## config.mk

```make
export PLATFORM = sky130hd
export DESIGN_NAME = mem_access_unit
export DESIGN_NICKNAME = d
export VERILOG_FILES = /design/src/rtl/mem_access_unit.sv
export SDC_FILE = /design/constraint.sdc
export NUM_CORES = 1
export LEC_CHECK = 0
export ABC_CLOCK_PERIOD_IN_PS = 4600
export CAP_MARGIN = 20
export CORE_MARGIN = 1.5
export CORE_UTILIZATION = 48
export DETAILED_ROUTE_END_ITERATION = 16
export PLACE_DENSITY = 0.95
export SLEW_MARGIN = 20
export SYNTH_ARGS = -nofsm -noshare
export SYNTH_HDL_FRONTEND = slang
export SYNTH_SLANG_ARGS = --single-unit
export TNS_END_PERCENT = 20
```

## constraint.sdc

```tcl
create_clock -name clk -period 4.6 [get_ports clk]
set_input_delay 0.92 -clock clk [delete_from_list [all_inputs] [get_ports clk]]
set_output_delay 0.92 -clock clk [all_outputs]
set_load 0.05 [all_outputs]
```

## src/rtl/mem_access_unit.sv

```systemverilog
// Load/store unit between a CPU request port and a single-cycle-latency word RAM.
// Optional macro MAU_MISALIGN_CHECK_EN turns misaligned halfword/word accesses into errors.
module mem_access_unit #(
  parameter int unsigned RAM_SIZE = 32768
) (
  input  logic        clk,
  input  logic        rst,
  input  logic        req_valid,
  output logic        req_ready,
  input  logic        req_write,
  input  logic [1:0]  req_size,
  input  logic        req_unsigned,
  input  logic [31:0] req_addr,
  input  logic [31:0] req_wdata,
  output logic        resp_valid,
  output logic [31:0] resp_rdata,
  output logic        resp_error,
  output logic        mem_enable,
  output logic        mem_write,
  output logic [31:0] mem_addr,
  output logic [31:0] mem_wdata,
  input  logic [31:0] mem_rdata
);

  // state    | meaning
  // IDLE     | ready for a request
  // RD_ISSUE | RAM read strobe (load, or first half of sub-word store)
  // RD_WAIT  | RAM data returns; extend for load or merge for store
  // WR_ISSUE | RAM write strobe
  // RSP      | one-cycle completion pulse
  typedef enum logic [2:0] {IDLE, RD_ISSUE, RD_WAIT, WR_ISSUE, RSP} state_t;

  state_t      state, state_n;
  logic        wr_q, uns_q, err_q;
  logic [1:0]  size_q;
  logic [31:0] addr_q, data_q;
  logic        accept, req_err;
  logic [4:0]  lane_shift;
  logic [31:0] lane_data, lane_mask, load_ext, merged;

  assign accept = req_valid && (state == IDLE);

  always_comb begin
    req_err = ({1'b0, req_addr} >= 33'(RAM_SIZE));
`ifdef MAU_MISALIGN_CHECK_EN
    if (req_size == 2'b01 && req_addr[0]) req_err = 1'b1;
    if (req_size[1] && req_addr[1:0] != 2'b00) req_err = 1'b1;
`else
    // Misaligned low bits are simply ignored by the lane selection below.
`endif
  end

  always_comb begin
    state_n = state;
    case (state)
      IDLE: begin
        if (accept) begin
          if (req_err) state_n = RSP;
          else if (req_write && req_size[1]) state_n = WR_ISSUE;
          else state_n = RD_ISSUE;
        end
      end
      RD_ISSUE: state_n = RD_WAIT;
      RD_WAIT:  state_n = wr_q ? WR_ISSUE : RSP;
      WR_ISSUE: state_n = RSP;
      RSP:      state_n = IDLE;
      default:  state_n = IDLE;
    endcase
  end

  always_ff @(posedge clk) begin
    if (rst) state <= IDLE;
    else state <= state_n;
  end

  // Little-endian lane: byte at addr[1:0], halfword at addr[1].
  always_comb begin
    lane_shift = 5'd0;
    lane_mask  = 32'hFFFF_FFFF;
    case (size_q)
      2'b00: begin
        lane_shift = {addr_q[1:0], 3'b000};
        lane_mask  = 32'h0000_00FF << lane_shift;
      end
      2'b01: begin
        lane_shift = {addr_q[1], 4'b0000};
        lane_mask  = 32'h0000_FFFF << lane_shift;
      end
      default: ;
    endcase
    lane_data = mem_rdata >> lane_shift;
    case (size_q)
      2'b00:   load_ext = {{24{~uns_q & lane_data[7]}}, lane_data[7:0]};
      2'b01:   load_ext = {{16{~uns_q & lane_data[15]}}, lane_data[15:0]};
      default: load_ext = mem_rdata;
    endcase
    merged = (mem_rdata & ~lane_mask) | ((data_q << lane_shift) & lane_mask);
  end

  // data_q holds store data, then the merged word (store) or extended result (load).
  always_ff @(posedge clk) begin
    if (rst) begin
      wr_q   <= 1'b0;
      uns_q  <= 1'b0;
      err_q  <= 1'b0;
      size_q <= 2'b00;
      addr_q <= 32'd0;
      data_q <= 32'd0;
    end else if (accept) begin
      wr_q   <= req_write;
      uns_q  <= req_unsigned;
      err_q  <= req_err;
      size_q <= req_size;
      addr_q <= req_addr;
      data_q <= req_wdata;
    end else if (state == RD_WAIT) begin
      data_q <= wr_q ? merged : load_ext;
    end
  end

  assign req_ready  = (state == IDLE);
  assign resp_valid = (state == RSP) && !rst;
  assign resp_error = resp_valid && err_q;
  assign resp_rdata = (resp_valid && !wr_q && !err_q) ? data_q : 32'd0;

  // Strobes are killed by rst directly so an interrupted read-modify-write never writes.
  assign mem_enable = !rst && (state == RD_ISSUE || state == WR_ISSUE);
  assign mem_write  = !rst && (state == WR_ISSUE);
  assign mem_addr   = {addr_q[31:2], 2'b00};
  assign mem_wdata  = data_q;

endmodule

```

==> flow_metrics.tcl, run 1 <==
set metrics [dict create \
    path_clk_slew_ns 0.08 \
    grt-ovfl-total 0 \
    power_density_nw_per_um2 263 \
    synth_largest_area_cell "dfxtp_1" \
    ys_seq_area_share_pct 27.8 \
    start_util_pct 49.8 \
    core-area_sq_um 10400 \
    route.detailed.drc 0 \
    syn_area_sq_um 5190 \
    fill_cells 844 \
    synth_seq_cells 72 \
    first_iter_violations 1094 \
    dieArea_sq_um 11400 \
    clock_skew_ns 0.0119 \
    hold_viol 0 \
    fmax_mhz 289 \
    required_ns 3.68 \
    synth.distinct_cells 65 \
    ctsResizeCount 0 \
    grt.total_usage_pct 33.1 \
    dpl_cell_area_sq_um 7150 \
    antenna_found_initial 0 \
    min_period_ns 3.46 \
    io_buffer_count 201 \
    grt_first_pass_wirelength_mm 29.8 \
    clock_path_buffers 2 \
    min_period_over_period_pct 75.1 \
    routed-via-count 6306 \
    worst_pin_slew_ns 1.17 \
    setup_viol 0 \
    maxCapViolations 0 \
    die_w_microns 107 \
    fin_nets 951 \
    worstPathArrival_ns 2.54 \
    max-vdd-ir-drop_mv 0.186 \
    cts_buffers 9 \
    die_h_microns 107 \
    clock-sinks 72 \
    boundaryPins 204 \
    regArea_sq_um 1440 \
    end_kind "output pin" \
    wl_mm 19.4 \
    synth.most_common_cell "nand2_1" \
    path_max_fanout 15 \
    hold_class "reg -> reg" \
    startpoint_type "register" \
    syn2layout_area_growth_pct 41.6 \
    outcome "finished clean" \
    fin_area_sq_um 7350 \
    htreeDepth 3 \
    path_buf_inv 1 \
    root_buffer "clkbuf_8" \
    cp_top_family "buffers and inverters" \
    dp_hpwl_mm 13.8 \
    multiInputGateArea_sq_um 3240 \
    synth.area.top_cells "dfxtp_1, nand2_1, a21oi_1" \
    clk_latency_ns 0.36 \
    diodes 0 \
    cts_tree "done" \
    grt_pass1_vias 5665 \
    post_cts_buffers 0 \
    synth.top_cell.area_share_pct 27.8 \
    crit_slowest_cell "clkdlybuf4s50_1" \
    critPathMaxStageDelay_ns 0.87 \
    dr.pass1.iters 9 \
    synthFlopType "dfxtp_1" \
    path_class "reg -> out" \
    drive_above_1_share_pct 10.4 \
    final_util_pct 70.6 \
    synth-async-reset-ratio_pct 0 \
    gp_congestion 0.973 \
    rsz0062_at_grt "false" \
    path_cells "or2_2 > nor2_1 > clkdlybuf4s50_1" \
    syn_area_per_cell_sq_um 7.27 \
    maxSlewHeadroom_pct 21.8 \
    p_leak_nw 2.64 \
    hold_ws_ns 0.455 \
    cts_hold_buf 0 \
    ant_nets 0 \
    synth_common_cells "nand2_1, a21oi_1, dfxtp_1" \
    yosysWarningCount 0 \
    synth_edf_count 0 \
    fin_tns_setup_ns 0 \
    avgRoutedWirePerCell_microns 19.6 \
    syn_inst 714 \
    grt_max_degree 62 \
    vias_per_cell 6.38 \
    num_rows 37 \
    drv_slew 0 \
]
-- worst reg2reg max path: stages (launching register included) --
cell and delay [ns]:
dfxtp_1 0.70, nand2b_1 0.46, a21oi_1 1.05, mux2_2 0.43
mux2i_1 0.16, a21oi_1 0.08
-- final cells by class --
cell class,count,area share (%)
Inverter,10,0.511
Clock inverter,7,1.09
Sequential cell,72,19.6
Clock buffer,9,1.69
Multi-Input combinational cell,543,44.0
Tap cell,136,2.32
Timing Repair Buffer,212,30.7
-- cell usage in the layout, fill, tap and decap left out, drive strengths merged, types with 8 or more instances in the layout --
cell,count
mux2i,8
a21oi,80
o21a,9
a31oi,15
nor2,35
mux2,9
clkbuf,9
a311oi,11
nand2b,10
nor3,15
dfxtp,72
a221oi,12
buf,44
and2,35
nor2b,10
inv,12
o21ai,45
o211ai,9
a22oi,10
o221ai,11
nand2,121
nand3,11
a211oi,10
clkdlybuf4s50,168
-- layer usage --
| metal | vias up | wire (microns) | GRT usage (%) |
|---|---|---|---|
| li1 | 2840 | - | - |
| met5 | - | 0 | 0 |
| met4 | 0 | 795 | 13.2 |
| met3 | 113 | 2450 | 9.91 |
| met2 | 504 | 9110 | 53.0 |
| met1 | 2849 | 7020 | 41.5 |
-- where the power goes --
group          leakage (nW)  switching [W]  internal, W
Sequential            0.592      0.0000523     0.000667
Combinational          1.95       0.000415     0.000265
Clock                0.0964       0.000276     0.000256
Total                  2.64       0.000743      0.00119
-- path summary, 6_finish.rpt --
path / depth (start not counted) / end / slack, ns / start
hold / removal: 2 / addr_q[13] / 0.46 / addr_q[13]
hold reg to reg: 2 / addr_q[13] / 0.46 / addr_q[13]
setup reg to reg: 5 / mem_wdata[7] / 1.58 / addr_q[0]
setup / recovery: 3 / req_ready / 1.14 / state[2]
-- cell families (layout without fill, tap and decap cells) --
logic type | count (synthesis) | count (layout) | synth area share, %
AOI/OAI and AO/OA | 259 | 259 | 33.3
buffers and inverters | 100 | 238 | 10.1
DFF | 72 | 72 | 27.8
muxes | 17 | 17 | 3.49
other | 1 | 2 | 0.0722
and+or+nand+nor | 265 | 265 | 25.4
-- per-stage QoR --
stage	total power, W	cells	setup slack, ns
2_1_floorplan	0.00115	715	0.685
3_3_place_gp	0.00138	973	1.38
3_5_place_dp	0.00139	973	1.30
4_1_cts	0.00192	989	1.16
5_1_grt	0.00200	989	1.03
6_report	0.00193	989	1.14
Power figures use the tool's default switching activity.
==> inputs of run 2 (changes only) <==
Settings changed: ABC_CLOCK_PERIOD_IN_PS 4600 to 3400, CORE_UTILIZATION 48 to 45, PLACE_DENSITY 0.95 to 0.94.
Clock period 4.6 ns to 3.4 ns, I/O delays scaled along.
==> run 2 against run 1 <==
  * Design area increased by 4.9%
  * Sequential share of layout area shrank 0.92 points
  * Largest power group is now the clock network
  * Clock skew shrank 0.0032 ns
  * Global-route usage decreased by 1.3 points
  * Sequential cell count unchanged
  * Power is 51% higher
  * Worst setup slack got worse by 0.69 ns
  * Register-to-register slack got worse by 0.84 ns
  * Worst hold slack got worse by 0.00096 ns
  * First-iteration DRC count decreased by 9.7%
  * Via count increased by 0.40%
  * Largest cell class unchanged
  * Routed wire length grew 3.7%
==> flow_metrics.tcl, run 2 (same netlist as run 1, synthesis figures left out) <==
set metrics [dict create \
    outcome "finished clean" \
    grt_pass1_vias 6028 \
    cts_buffers 9 \
    gp_congestion 0.989 \
    fin_nets 964 \
    min_period_ns 2.95 \
    dp_hpwl_mm 14.5 \
    core-area_sq_um 11300 \
    setup_viol 0 \
    first_iter_violations 988 \
    io_buffer_count 201 \
    diodes 0 \
    grt.total_usage_pct 31.8 \
    hold_viol 0 \
    cts_hold_buf 0 \
    syn2layout_area_growth_pct 48.5 \
    avgRoutedWirePerCell_microns 19.9 \
    clk_latency_ns 0.34 \
    power_density_nw_per_um2 378 \
    layout_common_cells "clkdlybuf4s50_1, nand2_1, a21oi_1" \
    final_common_cell "clkdlybuf4s50_1" \
    grt_first_pass_wirelength_mm 31.8 \
    p_leak_nw 2.80 \
    grt-ovfl-total 0 \
    maxCapViolations 0 \
    startpoint_type "register" \
    wl_mm 20.1 \
    routed-via-count 6331 \
    hold_class "reg -> reg" \
    maxSlewHeadroom_pct 43.6 \
    post_cts_buffers 0 \
    drv_slew 0 \
    root_buffer "clkbuf_16" \
    clock-sinks 72 \
    clock_skew_ns 0.00863 \
    min_period_over_period_pct 86.6 \
    required_ns 2.72 \
    max-vdd-ir-drop_mv 0.229 \
    dr.pass1.iters 6 \
    worst_pin_slew_ns 0.841 \
    dieArea_sq_um 12200 \
    rsz0062_at_grt "false" \
    worstPathArrival_ns 2.27 \
    die_w_microns 110 \
    fmax_mhz 339 \
    clock_path_buffers 2 \
    route.detailed.drc 0 \
    cts_tree "done" \
    ant_nets 0 \
    hold_ws_ns 0.454 \
    path_max_fanout 15 \
    end_kind "output pin" \
    start_util_pct 45.9 \
    path_clk_slew_ns 0.07 \
    vias_per_cell 6.27 \
    drive_above_1_share_pct 12.2 \
    die_h_microns 110 \
    htreeDepth 3 \
    grt_max_degree 58 \
    ctsResizeCount 0 \
    num_rows 39 \
    antenna_found_initial 0 \
    boundaryPins 204 \
    fin_tns_setup_ns 0 \
    path_class "reg -> out" \
]
## run 2: path summary, 6_finish.rpt
path | endpoint | start | slack (ns) | cells past startpoint
setup / recovery | req_ready | state[2] | 0.45 | 3
hold / removal | addr_q[10] | addr_q[10] | 0.45 | 2
setup reg to reg | register | state[1] | 0.74 | 6
hold reg to reg | addr_q[10] | addr_q[10] | 0.45 | 2
## run 2: stage by stage
| stage | cell area (sq um) | utilization, % | setup WS [ns] | cells | power, W |
|---|---|---|---|---|---|
| after floorplan | 5200 | - | 0.314 | 715 | 0.00155 |
| after global placement | 7400 | 65.4 | 0.514 | 993 | 0.00188 |
| after detailed placement | 7400 | 65.4 | 0.472 | 993 | 0.00190 |
| after CTS | 7710 | 68.1 | 0.453 | 1009 | 0.00290 |
| after global routing | 7710 | 68.1 | 0.366 | 1009 | 0.00301 |
| final | 7710 | 68.1 | 0.454 | 1009 | 0.00291 |
## run 2: critical path, cell delays in order, from the launching register on
cell             delay (ns)
dfxtp_1                0.39
or2_2                  0.47
nor2_1                 0.22
clkdlybuf4s50_1        0.85
## run 2: where the power goes
part	internal [W]	switching [W]	total (W)
combinational	0.000371	0.000562	0.000933
clock	0.000585	0.000422	0.00101
sequential	0.000903	0.0000716	0.000974
## run 2: layer usage
| metal | global-route usage (%) | share of wire (%) | up-vias |
|---|---|---|---|
| met4 | 15.8 | 4.4 | 0 |
| met2 | 52.6 | 48 | 468 |
| met5 | 0 | 0 | - |
| li1 | - | - | 2877 |
| met3 | 8.73 | 11 | 94 |
| met1 | 37.7 | 37 | 2892 |
## run 2: cell type report
type	instances	area [sq um]
inverters	10	37.5
clock inverters	7	83.8
clock buffers	9	225
well taps	143	179
fillers	897	3610
flip-flops and latches	72	1440
multi-input cells	543	3250
repair buffers	225	2500
==> inputs of run 3 (changes only) <==
--- a/config.mk
+++ b/config.mk
@@ -11,5 +11,7 @@
 export CORE_UTILIZATION = 45
 export DETAILED_ROUTE_END_ITERATION = 16
+export GPL_TIMING_DRIVEN = 0
 export PLACE_DENSITY = 0.94
+export SKIP_CTS_REPAIR_TIMING = 1
 export SLEW_MARGIN = 20
 export SYNTH_ARGS = -nofsm -noshare
==> constraint.sdc (replaced) <==
create_clock -name clk -period 3.4 [get_ports clk]
set_input_delay 0.51 -clock clk [delete_from_list [all_inputs] [get_ports clk]]
set_output_delay 0.51 -clock clk [all_outputs]
set_load 0.05 [all_outputs]
==> run 3 against run 2 <==
  * Critical path depth is 3 higher
  * Clock power hardly changed
  * Sequential cell count stayed put
  * Power is 0.63% higher
  * Worst hold slack better by 0.0020 ns
==> flow_metrics.tcl, run 3 (same netlist as run 1, synthesis figures left out) <==
set metrics [dict create \
    path_class "in -> out" \
    clk_latency_ns 0.35 \
    hold_ws_ns 0.456 \
    cts_tree "done" \
    maxSlewHeadroom_pct 39.0 \
    hold_class "reg -> reg" \
    dp_hpwl_mm 17.1 \
    power_w 0.00293 \
    setup_viol 0 \
    path_clk_slew_ns 0.06 \
    setup_ws_ns 0.221 \
    first_iter_violations 848 \
    antenna_found_initial 0 \
    io_buffer_count 201 \
    grt-ovfl-total 0 \
    avgRoutedWirePerCell_microns 21.1 \
    worstHoldPathCells 2 \
    grt_pass1_vias 6208 \
    outcome "finished clean" \
    wl_mm 22.7 \
    startpoint_type "input pin" \
    ant_nets 0 \
    dr.pass1.iters 6 \
    num_rows 39 \
    final_common_cell "clkdlybuf4s50_1" \
    root_buffer "clkbuf_16" \
    drive_above_1_share_pct 10.6 \
    path_max_fanout 10 \
    route.detailed.drc 0 \
    critPathLaunch "rst" \
    p_leak_nw 3.38 \
    layout_common_cells "clkdlybuf4s50_1, nand2_1, a21oi_1" \
    clock_skew_ns 0.0117 \
    dieArea_sq_um 12200 \
    clock-sinks 72 \
    fill_cells 964 \
    clock_path_buffers 2 \
    pre_cts_ws_ns -0.475 \
    cts_buffers 9 \
    required_ns 2.89 \
    min_period_ns 3.18 \
    worst_r2r_path_depth 5 \
    core-area_sq_um 11300 \
    fin_tns_setup_ns 0 \
    syn2layout_area_growth_pct 49.6 \
    min_period_over_period_pct 93.5 \
    die_w_microns 110 \
    grt_max_degree 17 \
    hold_start "addr_q[26]" \
    hold_viol 0 \
    rsz0062_at_grt "false" \
    fmax_mhz 315 \
    grt.total_usage_pct 35.8 \
    diodes 0 \
    die_h_microns 110 \
    power_density_nw_per_um2 378 \
    max-vdd-ir-drop_mv 0.257 \
    gp_congestion 1.05 \
    worst_pin_slew_ns 0.907 \
    htreeDepth 3 \
    drv_slew 0 \
    boundaryPins 204 \
    routed-via-count 6695 \
    start_util_pct 45.9 \
    end_kind "output pin" \
    vias_per_cell 6.23 \
    fin_nets 1030 \
    grt_first_pass_wirelength_mm 34.8 \
    worstPathArrival_ns 2.67 \
    maxCapViolations 0 \
    rr_startpoint "state[1]" \
]
==> run 3: stage by stage <==
stage               std cells  util, %  instance area [sq um]
finish                   1075     68.6                   7770
global route             1075     68.6                   7770
CTS                      1075     67.9                   7680
detailed placement       1059     65.2                   7390
global placement         1059     65.2                   7390
floorplan                 715        -                   5190
==> run 3: path summary, 6_finish.rpt <==
check / end / slack [ns]
max reg2reg: mem_wdata[2] / 0.87
min: addr_q[26] / 0.46
min reg2reg: addr_q[26] / 0.46
max: resp_rdata[16] / 0.22
==> run 3: final cells by class <==
| cell class | instances | area [sq um] | area share (%) |
|---|---|---|---|
| sequential | 72 | 1440 | 18.6 |
| inverter | 10 | 37.5 | 0.483 |
| clock buffer | 9 | 225 | 2.90 |
| timing repair buffer | 201 | 2090 | 26.9 |
| buffer | 90 | 488 | 6.28 |
| tap | 143 | 179 | 2.30 |
| clock inverter | 7 | 71.3 | 0.918 |
| multi-input combinational | 543 | 3240 | 41.7 |
==> run 3: layer usage <==
| metal | GRT usage [%] | vias to the layer above | routed length [microns] |
|---|---|---|---|
| li1 | - | 3005 | - |
| met1 | 47.8 | 3111 | 8850 |
| met2 | 56.1 | 489 | 10400 |
| met3 | 7.08 | 90 | 2510 |
| met4 | 15.7 | 0 | 906 |
| met5 | 0 | - | 0 |
==> run 3: worst max-delay path, cell delays in order <==
cell and delay [ns]:
clkdlybuf4s50_1 0.49, nor4b_2 0.31, nor3b_2 0.39, clkbuf_2 0.33, and2_1 0.19, dlymetal6s2s_1 0.45
==> run 3: where the power goes <==
part,internal [W],switching [W],total (W)
registers,0.000902,0.0000657,0.000968
logic,0.000388,0.000599,0.000988
clock network,0.000519,0.000459,0.000978
total,0.00181,0.00112,0.00293
